## src/rtl/iob_vexriscv_dbus_bridge.sv

```systemverilog
// VexRiscv data-bus to IOb native bridge: queues CPU commands in a FIFO and issues them one at a time.
// Optional alignment checking is enabled with `define VEXRISCV_DBUS_ALIGN_CHK_EN.
module iob_vexriscv_dbus_bridge #(
    parameter int ADDR_W    = 32,
    parameter int DATA_W    = 32,
    parameter int CMD_DEPTH = 4
) (
    input  logic                  clk,
    input  logic                  rst_n,
    input  logic                  cmd_valid,
    output logic                  cmd_ready,
    input  logic                  cmd_wr,
    input  logic [1:0]            cmd_size,
    input  logic [ADDR_W-1:0]     cmd_addr,
    input  logic [DATA_W-1:0]     cmd_wdata,
    output logic                  rsp_valid,
    output logic [DATA_W-1:0]     rsp_data,
    output logic                  rsp_error,
    output logic                  m_valid,
    output logic [ADDR_W-1:0]     m_addr,
    output logic [DATA_W-1:0]     m_wdata,
    output logic [DATA_W/8-1:0]   m_wstrb,
    input  logic                  m_ready,
    input  logic [DATA_W-1:0]     m_rdata,
    output logic                  align_err
);
    localparam int NB    = DATA_W / 8;
    localparam int OFF_W = $clog2(NB);
    localparam int PTR_W = $clog2(CMD_DEPTH);
    localparam int CNT_W = PTR_W + 1;

    typedef enum logic {IDLE, REQ} state_t;
    state_t state, state_n;

    logic [ADDR_W-1:0] mem_addr  [CMD_DEPTH];
    logic [DATA_W-1:0] mem_wdata [CMD_DEPTH];
    logic [NB-1:0]     mem_wstrb [CMD_DEPTH];
    logic              mem_wr    [CMD_DEPTH];

    logic [PTR_W-1:0] rd_ptr, wr_ptr;
    logic [CNT_W-1:0] count;
    logic             rdy_en;
    logic             full, empty, push, pop;
    logic             head_wr, next_avail, rd_done;
    logic             head_mis, next_mis, push_mis;
    logic [1:0]       sz_c;
    logic [2*NB-1:0]  lane_mask, lane_shift;
    logic [NB-1:0]    push_wstrb;
    logic [ADDR_W-1:0] push_addr;

    assign full      = (count == CNT_W'(CMD_DEPTH));
    assign empty     = (count == '0);
    assign cmd_ready = rdy_en && !full;
    assign push      = cmd_valid && cmd_ready;
    assign head_wr   = mem_wr[rd_ptr];
    assign next_avail = (count > CNT_W'(1)) || push;
    assign rd_done   = (state == REQ) && m_ready && !head_wr;

    // Oversized accesses clamp to the full bus width.
    always_comb begin
        sz_c       = (cmd_size > 2'(OFF_W)) ? 2'(OFF_W) : cmd_size;
        lane_mask  = ((2*NB)'(1) << (1 << sz_c)) - (2*NB)'(1);
        lane_shift = lane_mask << cmd_addr[OFF_W-1:0];
        push_wstrb = cmd_wr ? lane_shift[NB-1:0] : '0;
        push_addr  = {cmd_addr[ADDR_W-1:OFF_W], OFF_W'(0)};
    end

`ifdef VEXRISCV_DBUS_ALIGN_CHK_EN
    logic mem_mis [CMD_DEPTH];
    logic err_rsp;
    logic align_q, rsp_error_q;

    assign push_mis  = (cmd_addr[OFF_W-1:0] & OFF_W'((1 << sz_c) - 1)) != '0;
    assign head_mis  = mem_mis[rd_ptr];
    assign next_mis  = (count > CNT_W'(1)) ? mem_mis[rd_ptr + PTR_W'(1)] : push_mis;
    assign err_rsp   = (state == IDLE) && pop && !head_wr;
    assign align_err = align_q;
    assign rsp_error = rsp_error_q;

    always_ff @(posedge clk) begin
        if (push) mem_mis[wr_ptr] <= push_mis;
    end

    always_ff @(posedge clk or negedge rst_n) begin
        if (!rst_n) begin
            align_q     <= 1'b0;
            rsp_error_q <= 1'b0;
        end else begin
            if ((state == IDLE) && pop) align_q <= 1'b1;
            if (err_rsp) rsp_error_q <= 1'b1;
            else if (rd_done) rsp_error_q <= 1'b0;
        end
    end
`else
    assign push_mis  = 1'b0;
    assign head_mis  = 1'b0;
    assign next_mis  = 1'b0;
    assign align_err = 1'b0;
    assign rsp_error = 1'b0;
`endif

    always_ff @(posedge clk) begin
        if (push) begin
            mem_addr[wr_ptr]  <= push_addr;
            mem_wdata[wr_ptr] <= cmd_wdata;
            mem_wstrb[wr_ptr] <= push_wstrb;
            mem_wr[wr_ptr]    <= cmd_wr;
        end
    end

    // A push into an empty FIFO goes straight to REQ so m_valid follows acceptance by one cycle.
    always_comb begin
        state_n = state;
        pop     = 1'b0;
        case (state)
            IDLE: begin
                if (!empty) begin
                    if (head_mis) pop = 1'b1;
                    else state_n = REQ;
                end else if (push && !push_mis) begin
                    state_n = REQ;
                end
            end
            REQ: begin
                if (m_ready) begin
                    pop     = 1'b1;
                    state_n = (next_avail && !next_mis) ? REQ : IDLE;
                end
            end
            default: state_n = IDLE;
        endcase
    end

    always_ff @(posedge clk or negedge rst_n) begin
        if (!rst_n) begin
            state  <= IDLE;
            rd_ptr <= '0;
            wr_ptr <= '0;
            count  <= '0;
            rdy_en <= 1'b0;
        end else begin
            state  <= state_n;
            rdy_en <= 1'b1;
            if (push) wr_ptr <= wr_ptr + PTR_W'(1);
            if (pop)  rd_ptr <= rd_ptr + PTR_W'(1);
            count <= count + CNT_W'(push) - CNT_W'(pop);
        end
    end

    always_ff @(posedge clk or negedge rst_n) begin
        if (!rst_n) begin
            rsp_valid <= 1'b0;
            rsp_data  <= '0;
        end else begin
            rsp_valid <= 1'b0;
            if (rd_done) begin
                rsp_valid <= 1'b1;
                rsp_data  <= m_rdata;
            end
`ifdef VEXRISCV_DBUS_ALIGN_CHK_EN
            else if (err_rsp) begin
                rsp_valid <= 1'b1;
                rsp_data  <= '0;
            end
`endif
        end
    end

    // Gating by m_valid keeps the request bus at zero during reset and idle.
    assign m_valid = (state == REQ);
    assign m_addr  = m_valid ? mem_addr[rd_ptr]  : '0;
    assign m_wdata = m_valid ? mem_wdata[rd_ptr] : '0;
    assign m_wstrb = m_valid ? mem_wstrb[rd_ptr] : '0;

endmodule

```

## config.mk

```make
export PLATFORM = sky130hd
export DESIGN_NAME = iob_vexriscv_dbus_bridge
export DESIGN_NICKNAME = d
export VERILOG_FILES = /design/src/rtl/iob_vexriscv_dbus_bridge.sv
export SDC_FILE = /design/constraint.sdc
export NUM_CORES = 1
export LEC_CHECK = 0
export CORE_MARGIN = 4
export CORE_UTILIZATION = 53
export CTS_CLUSTER_DIAMETER = 120
export DETAILED_ROUTE_END_ITERATION = 8
export PLACE_DENSITY_LB_ADDON = 0.08
export SLEW_MARGIN = 5
export SYNTH_ARGS = -nofsm -noshare
export SYNTH_HDL_FRONTEND = slang
export SYNTH_SLANG_ARGS = --single-unit
export TNS_END_PERCENT = 20
```

## constraint.sdc

```tcl
create_clock -name clk -period 3.2 [get_ports clk]
set_input_delay 0.64 -clock clk [delete_from_list [all_inputs] [get_ports clk]]
set_output_delay 0.64 -clock clk [all_outputs]
set_load 0.01 [all_outputs]
```

==> results of run 1 <==
## power by group through the flow
stage | Combinational (mW) | Clock, mW | Sequential (mW)
2_1_floorplan | 2.71 | 0 | 5.44
3_3_place_gp | 5.10 | 0 | 5.50
3_5_place_dp | 5.16 | 0 | 5.56
4_1_cts | 5.26 | 3.47 | 5.44
5_1_grt | 5.57 | 3.64 | 5.47
6_report | 5.17 | 3.39 | 5.40
## timing repair
action	in CTS	in global routing
gates resized for setup	1	0
cloned	0	0
setup endpoints to repair	57	13
setup buffers	2	1
## critical path, cell delays in order, from the launching register on
cell	delay (ns)
dfrtp_4	0.50
buf_12	0.22
mux4_2	0.52
and2_1	0.20
clkdlybuf4s50_1	0.48
## layer usage
layer  track usage (%)  vias to the layer above  part of all wire [%]  wire, um
met5                 0                        -                     0         0
met4              4.06                        0                   1.7       405
met3              4.40                       25                   7.2      1700
met2              33.2                      192                    51     12100
met1              24.6                     3053                    40      9460
li1                  -                     2665                     -         -
## through the flow
stage / total power, mW / setup slack (ns) / std cells
global route: 14.7 / 0.000794 / 1087
detailed placement: 10.7 / 0.403 / 1029
global placement: 10.6 / 0.450 / 1029
CTS: 14.2 / 0.0221 / 1086
finish: 14.0 / 0.0812 / 1087
floorplan: 8.15 / 0.261 / 559
## how the worst min path moves through the flow
stage	start	end	slack, ns	cells after the start
2_1_floorplan	rst_n	count[0]	0.34	0
3_3_place_gp	rsp_data[18]	rsp_data[18]	0.47	1
3_5_place_dp	rsp_data[18]	rsp_data[18]	0.47	1
4_1_cts	rst_n	rsp_data[2]	0.26	1
5_1_grt	rst_n	rsp_data[0]	0.32	1
6_report	rst_n	rsp_data[2]	0.25	1
## synth_stat cells (all sizes together)
| cell | instances | area, um^2 |
|---|---|---|
| clkbuf | 11 | 41.3 |
| nor4 | 1 | 6.26 |
| ha | 7 | 87.6 |
| nand3 | 1 | 5.00 |
| conb | 2 | 7.51 |
| xor2 | 1 | 8.76 |
| nand2b | 2 | 12.5 |
| o21a | 2 | 15.0 |
| o22ai | 1 | 20.0 |
| o311a | 1 | 10.0 |
| and2 | 70 | 438 |
| nand3b | 1 | 7.51 |
| o21ai | 1 | 5.00 |
| inv | 9 | 33.8 |
| o31a | 1 | 8.76 |
| dfrtp | 42 | 1050 |
| xnor2 | 2 | 17.5 |
| a211oi | 1 | 7.51 |
| mux2 | 35 | 398 |
| nand2 | 5 | 18.8 |
| a21oi | 1 | 5.00 |
| nor3 | 1 | 5.00 |
| mux4 | 66 | 1490 |
| buf | 19 | 149 |
| nor2 | 3 | 11.3 |
| fa | 1 | 20.0 |
| or3b | 1 | 8.76 |
| edfxtp | 268 | 8050 |
## cells in the final DEF (no fill, tap or decap), types with 2 or more instances in the layout
| cell | synthesis | routed |
|---|---|---|
| o21a_1 | 2 | 2 |
| buf_12 | 0 | 12 |
| ha_1 | 7 | 7 |
| buf_4 | 4 | 7 |
| nor2_1 | 3 | 3 |
| dfrtp_1 | 42 | 39 |
| conb_1 | 2 | 5 |
| and2_1 | 70 | 66 |
| xnor2_1 | 2 | 2 |
| mux2_1 | 9 | 9 |
| clkdlybuf4s50_1 | 0 | 202 |
| mux2_2 | 25 | 25 |
| clkbuf_16 | 0 | 31 |
| nand2_1 | 5 | 5 |
| clkinv_1 | 0 | 9 |
| clkinv_2 | 0 | 4 |
| dfrtp_4 | 0 | 3 |
| and2_4 | 0 | 4 |
| nand2b_1 | 2 | 2 |
| bufinv_16 | 0 | 3 |
| edfxtp_1 | 268 | 268 |
| inv_1 | 9 | 9 |
| clkbuf_1 | 11 | 7 |
| mux4_2 | 66 | 66 |
## area by class of cell
cell class                      instances  share of cell area [%]
Clock inverter                         17                   0.982
Tap cell                              280                    2.27
Sequential cell                       310                    59.1
Inverter                                9                   0.219
Timing Repair Buffer                  223                    15.1
Multi-Input combinational cell        210                    17.1
Clock buffer                           38                    5.20
## state kept, by name, summed over array words and instances, names as in the netlist
name	count
mem_addr	120
rsp_valid	1
rdy_en	1
rd_ptr	2
mem_wstrb	16
rsp_data	32
m_valid	1
count	3
mem_wr	4
mem_wdata	128
wr_ptr	2
## cells by family after synthesis
kind of cell,Yosys count
buf+inv,39
simple gates,85
flops,310
mux,101
fa+ha+maj,8
other cells,2
compound gates,8
xor+xnor,3
==> impl_results.md, run 1 <==
* Outcome: complete, no violations
* CTS tree: yes
* Worst-path clk slew at 0.06 ns
* CTS Hold Bufs at 0
* Die W at 158 um
* Leak at 5.23 nW
* Fillers at 1393
* Rows at 54
* WHS at 0.246 ns
* Cells after synthesis at 556
* P_sw at 3.84 mW
* Layout cells sized above 1 at 20.0%
* Crit path from: rd_ptr[0]
* Compound-Gate Fraction of Synth Area at 0.598%
* Global placer's final weighted congestion at 0.721
* Synth Area in XOR/XNOR at 0.220%
* Syn-to-layout area delta at 29.1%
* Initial Util at 54.3%
* Mapped Area at 0.0119 mm^2
* Unique masters post-synth at 32
* Sequential power share at 38.7%
* Die Y at 158 um
* Minimum clock period after layout at 3.12 ns
* Clock power share at 24.3%
* Crit path DAT at 2.48 ns
* Via/cell ratio at 5.46
* Post-synthesis mux area share at 15.8%
* Worst relative slew slack at 37.9%
* Sequential Area at 0.00911 mm^2
* Largest net degree at the start of global routing at 43
* Drt drc at 0
* Reg-to-reg endpoint: count[2]
* Worst slew pin tran at 0.932 ns
* Max-Cap Viols at 0
* DRT Wirelength at 23700 um
* Setup TNS at 0 ns
* Net Sw Frac at 27.5%
* Area of the multi-input gates at 0.00263 mm^2
* Port Buf Inserts at 203
* Avg Cell Area, Syn at 21.5 um^2
* Post-Place Cell Area at 0.0144 mm^2
* Fmax achieved at 0.321 GHz
* Drt first pass iters at 5
* Clock root buffer master: clkbuf_16
* R2r setup slk at 0.86 ns
* Seq cells post-synth at 310
* CP endpoint: m_wdata[9]
* Register area share after synthesis at 76.3%
* Inserted Diodes at 0
* Final Cell Area at 0.0154 mm^2
* H-tree depth at 1
* Setup Skew at 0.0140 ns
* Final setup vio count at 0
* Main combinational cell family by area after synthesis: multiplexers
* Routed len/inst at 21.8 um
* Initial antenna violation count at 0
* Area of the die at 0.0250 mm^2
* Vias in the first global route at 6514
* Internal power at 10.1 mW
* Clock buffers created by TritonCTS at 30
* Unrepaired setup endpoints after global routing: false
* Worst Path Required at 2.56 ns
* R2R Path Start: m_valid
* Nets@finish at 895
* Ports at 208
* Post-layout util at 70.2%
* Cells on worst reg2reg path at 9
* Initial DRC count at 269
* Comb pwr share at 37.1%
* Yosys warnings at 0
* First-pass GRT wire length at 36300 um
* Worst skew pair latency at 0.54 ns
* Gr usage total at 19.0%
* Post-route clock period utilization at 97.5%
* PwrDens at 906 mW/mm^2
* Clock Path Buffers at 3
* Detail Route Antenna Nets at 0
* Worst setup SP type: register
* Post-Synth Simple-Gate Area at 4.30%
* Remaining global-route overflow at 0
* DP HPWL at 14800 um
* Core footprint at 0.0220 mm^2
* Fin. Hold Viols at 0
* Crit end category: output pin
* Clock sinks at 310
* Crit path max fanout at 19
* Critical path class: reg -> out
* Post-synthesis adder-cell area fraction at 0.902%
* Routed vias at 5935
* Pins Over Slew Limit at 0
* VDD IR-drop max at 0.541 mV
* Worst hold path type: in -> async
No activity file was read; power rests on OpenSTA's default activity.
==> run 2, diff against run 1 <==
Settings changed: CORE_MARGIN 4 to 10, SKIP_CTS_REPAIR_TIMING from default to 1.
==> run 2 against run 1 <==
  * Via count increased by 1.3%
  * Die area increased by 16%
  * Cell count increased by 1.1%
  * Register-to-register slack improved by 0.08 ns
  * Critical path type unchanged
  * Largest cell class unchanged
==> impl_results.md, run 2 (synthesized netlist as in run 1, its figures left out) <==
* Fillers at 1352
* Worst relative slew slack at 39.9%
* DP HPWL at 16100 um
* Max FFs per register at 128
* Outcome: complete, no violations
* Worst skew pair latency at 0.50 ns
* Crit path max fanout at 10
* Layout cells sized above 1 at 21.2%
* Critical path class: reg -> out
* Initial antenna violation count at 0
* Crit path DAT at 2.47 ns
* Crit path from: rd_ptr[0]
* Worst slew pin tran at 0.901 ns
* PwrDens at 923 mW/mm^2
* Post-route clock period utilization at 97.2%
* Fmax achieved at 0.322 GHz
* Worst Path Required at 2.56 ns
* R2R Path Start: rd_ptr[1]
* Pins Over Slew Limit at 0
* Syn-to-layout area delta at 30.3%
* Die W at 170 um
* Routed vias at 6012
* Largest net degree at the start of global routing at 72
* Port Buf Inserts at 203
* Largest registers: mem_wdata: 128 flops, mem_addr: 120 flops, rsp_data: 32 flops
* Die Y at 170 um
* Inserted Diodes at 0
* First-pass GRT wire length at 38300 um
* Clock buffers created by TritonCTS at 34
* Setup Skew at 0.0168 ns
* Drt first pass iters at 4
* Crit end category: output pin
* Clock sinks at 310
* Final setup vio count at 0
* Post-layout util at 70.8%
* VDD IR-drop max at 0.685 mV
* Remaining global-route overflow at 0
* Initial Util at 54.3%
* Leak at 5.32 nW
* DRT Wirelength at 24900 um
* Global placer's final weighted congestion at 0.743
* Minimum clock period after layout at 3.11 ns
* Most frequent cells in the layout: 268 x edfxtp_1, 202 x clkdlybuf4s50_1, 66 x mux4_2, 66 x and2_1, 39 x dfrtp_1
* Fin. Hold Viols at 0
* Via/cell ratio at 5.47
* Core footprint at 0.0220 mm^2
* CTS tree: yes
* Worst setup SP type: register
* Nets@finish at 906
* Initial DRC count at 333
* H-tree depth at 2
* Clock Path Buffers at 3
* Rows at 54
* Max-Cap Viols at 0
* Most common cell after layout, fill and taps aside: edfxtp_1
* Routed len/inst at 22.6 um
* Gr usage total at 17.2%
* Unrepaired setup endpoints after global routing: false
* Clock root buffer master: clkbuf_16
* Drt drc at 0
* Detail Route Antenna Nets at 0
* Vias in the first global route at 6639
* Pwr Total at 14.3 mW
* Worst-path clk slew at 0.06 ns
* Ports at 208
* Setup TNS at 0 ns
* Worst hold path type: in -> async
* Largest Register: mem_wdata
* Area of the die at 0.0289 mm^2
-- run 2: cell count changes in the layout (fill, tap and decap cells not counted) --
cell       previous run  this run
buf_4                 7        15
clkbuf_16            31        37
buf_12               12         9
bufinv_16             3         1
clkbuf_8              0         2
buf_6                 1         2
buf_8                 0         1
clkbuf_1              7         6
dfrtp_2               0         1
dfrtp_4               3         2
-- run 2: stage by stage --
stage | setup WS, ns | hold slack (ns) | instance area (um^2) | instances
floorplan | 0.261 | 0.344 | 11900 | 559
global placement | 0.433 | 0.467 | 14400 | 1033
detailed placement | 0.439 | 0.478 | 14400 | 1033
CTS | -0.0967 | 0.299 | 15500 | 1093
global route | 0.000206 | 0.354 | 15500 | 1099
finish | 0.0902 | 0.279 | 15500 | 1099
-- run 2: layout make-up --
cell class                 instances  area [um^2]  area share [%]
clock inverter                    15         91.3           0.587
inverter                           9         33.8           0.217
clock buffer                      45          976            6.28
multi-input combinational        210         2630            16.9
tap                              280          350            2.25
sequential                       310         9110            58.6
timing repair buffer             230         2360            15.2
-- run 2: worst paths after layout --
| check | end | depth (start not counted) | slack (ns) |
|---|---|---|---|
| worst max-delay path | m_wdata[7] | 4 | 0.09 |
| worst max register to register | rsp_data[20] | 5 | 0.94 |
| min in group clk | rsp_data[15] | 1 | 0.49 |
| worst min register to register | rsp_data[15] | 1 | 0.49 |
| max in group asynchronous | rd_ptr[1] | 1 | 2.25 |
| worst min-delay path | rsp_data[3] | 1 | 0.28 |
-- run 2: where the power goes --
group	total [mW]	switching (mW)	internal (mW)
Combinational	5.33	2.23	3.10
Sequential	5.37	0.300	5.07
Clock	3.65	1.44	2.21
Total	14.3	3.97	10.4
-- run 2: critical path, cell delays in order (launching register included) --
cell             delay, ns
dfrtp_4               0.53
buf_4                 0.25
mux4_2                0.52
and2_1                0.19
clkdlybuf4s50_1       0.48
-- run 2: routing by layer --
| layer | up-vias | track usage [%] | wire length (um) |
|---|---|---|---|
| met3 | 31 | 4.58 | 1810 |
| met5 | - | 0 | 0 |
| met4 | 0 | 4.65 | 390 |
| li1 | 2681 | - | - |
| met1 | 3092 | 21.3 | 10000 |
| met2 | 208 | 29.3 | 12700 |
==> run 3, diff against run 2 <==
Settings changed: CORE_ASPECT_RATIO from default to 2.
==> run 3 against run 2 <==
  * Combinational power fell by 4%
  * Non-clock buffer count fell by 8
  * Flip-flop and latch count did not move
  * Wire length rose by 0.49%
  * Clock power fell by 9.6%
  * Cell count fell by 2.2%
  * First-iteration DRC count rose by 13%
  * Total power fell by 3.9%
==> impl_results.md, run 3 (synthesized netlist as in run 1, its figures left out) <==
* VDD IR-drop max at 0.654 mV
* Sequential power share at 38.8%
* Final setup vio count at 0
* Detail Route Antenna Nets at 0
* Sequential Area at 0.00911 mm^2
* Comb pwr share at 37.3%
* Critical path class: reg -> out
* Pins Over Slew Limit at 0
* Global placer's final weighted congestion at 0.742
* Layout cells sized above 1 at 20.2%
* Initial antenna violation count at 0
* Setup TNS at 0 ns
* Remaining global-route overflow at 0
* Worst hold path type: in -> async
* Minimum clock period after layout at 3.13 ns
* Worst setup SP type: register
* Gr usage total at 17.1%
* Outcome: complete, no violations
* Max-Cap Viols at 0
* Routed len/inst at 23.2 um
* CTS tree: yes
* Worst-path clk slew at 0.07 ns
* PwrDens at 900 mW/mm^2
* Worst slew pin tran at 0.929 ns
* Port Buf Inserts at 203
* Ports at 208
* Most frequent cells in the layout: 268 x edfxtp_1, 185 x clkdlybuf4s50_1, 66 x mux4_2, 66 x and2_1, 39 x dfrtp_1
* Fin. Hold Viols at 0
* Core footprint at 0.0222 mm^2
* Post-Place Cell Area at 0.0144 mm^2
* Clock root buffer master: clkbuf_16
* First-pass GRT wire length at 39400 um
* Initial DRC count at 375
* Net Sw Frac at 27.9%
* Largest Register: mem_wdata
* Most common cell after layout, fill and taps aside: edfxtp_1
* Nets@finish at 890
* Internal power at 9.95 mW
* Unrepaired setup endpoints after global routing: true
* Drt drc at 0
* Fillers at 1470
* Clock buffers created by TritonCTS at 26
* P_sw at 3.85 mW
* Worst Path Required at 2.56 ns
* Area of the die at 0.0293 mm^2
* Clock sinks at 310
* Rows at 77
* Leak at 5.35 nW
* DRT Wirelength at 25000 um
* H-tree depth at 1
* Inserted Diodes at 0
* Initial Util at 53.9%
* Pre-CTS setup slack at 0.370 ns
* Post-route clock period utilization at 97.7%
* Drt first pass iters at 5
* Final Cell Area at 0.0153 mm^2
* DP HPWL at 16800 um
* Largest net degree at the start of global routing at 43
* Via/cell ratio at 5.47
* Crit path DAT at 2.49 ns
* Die Y at 232 um
* Clock power share at 23.9%
* Die W at 126 um
* Max FFs per register at 128
* Worst relative slew slack at 38.1%
* Crit end category: output pin
* Largest registers: mem_wdata: 128 flops, mem_addr: 120 flops, rsp_data: 32 flops
* Clock Path Buffers at 3
* Final worst setup slack at 0.0733 ns
* Routed vias at 5885
* Area of the multi-input gates at 0.00263 mm^2
* Setup Skew at 0.0242 ns
* Worst skew pair latency at 0.55 ns
* Fmax achieved at 0.320 GHz
* WHS at 0.243 ns
* Vias in the first global route at 6790
* Crit path max fanout at 30
* Syn-to-layout area delta at 28.5%
[run 3: changes by cell type in the layout (fill, tap and decap cells not counted), moves of 4 or more]
cell             delta
clkdlybuf4s50_1    -17
clkbuf_16          -11
bufinv_16           +4
clkinv_1            -4
buf_4               -4
dlymetal6s2s_1     +17
[run 3: final timing paths]
kind | startpoint | endpoint | slack [ns] | cells past startpoint
worst max-delay path | rd_ptr[0] | m_addr[30] | 0.07 | 4
worst min-delay path | rst_n | rsp_data[24] | 0.24 | 1
worst max register to register | count[1] | count[2] | 0.94 | 8
worst min register to register | rsp_data[14] | rsp_data[14] | 0.49 | 1
max in group asynchronous | rst_n | m_valid | 2.27 | 1
min in group clk | rsp_data[14] | rsp_data[14] | 0.49 | 1
[run 3: power by group through the flow]
stage	clock network (mW)	logic, mW	registers (mW)
2_1_floorplan	0	2.71	5.44
3_3_place_gp	0	5.17	5.44
6_report	3.30	5.14	5.35
4_1_cts	3.38	5.26	5.40
3_5_place_dp	0	5.23	5.49
5_1_grt	3.54	5.53	5.43
[run 3: metrics by stage]
step	power [mW]	std cells	utilization, %
2_1_floorplan	8.15	559	-
3_3_place_gp	10.6	1025	64.8
3_5_place_dp	10.7	1025	64.8
4_1_cts	14.0	1073	68.9
5_1_grt	14.5	1075	69.2
6_report	13.8	1075	69.2
[run 3: layer usage]
| layer | part of all wire, % | track usage (%) | wire, um |
|---|---|---|---|
| met1 | 37 | 18.9 | 9160 |
| met4 | 2.0 | 5.18 | 507 |
| met2 | 57 | 32.1 | 14100 |
| met5 | 0 | 0 | 0 |
| met3 | 4.8 | 3.25 | 1190 |
[run 3: layout make-up]
class / count / share of cell area [%]
Timing Repair Buffer: 222 / 15.1
Sequential cell: 310 / 59.4
Tap cell: 276 / 2.25
Inverter: 9 / 0.220
Clock buffer: 29 / 4.32
Multi-Input combinational cell: 210 / 17.2
Clock inverter: 19 / 1.57
[run 3: worst max-delay path: stages, from the launching register on]
cell	delay, ns
dfrtp_4	0.47
buf_16	0.24
mux4_2	0.53
and2_1	0.17
clkdlybuf4s50_1	0.49
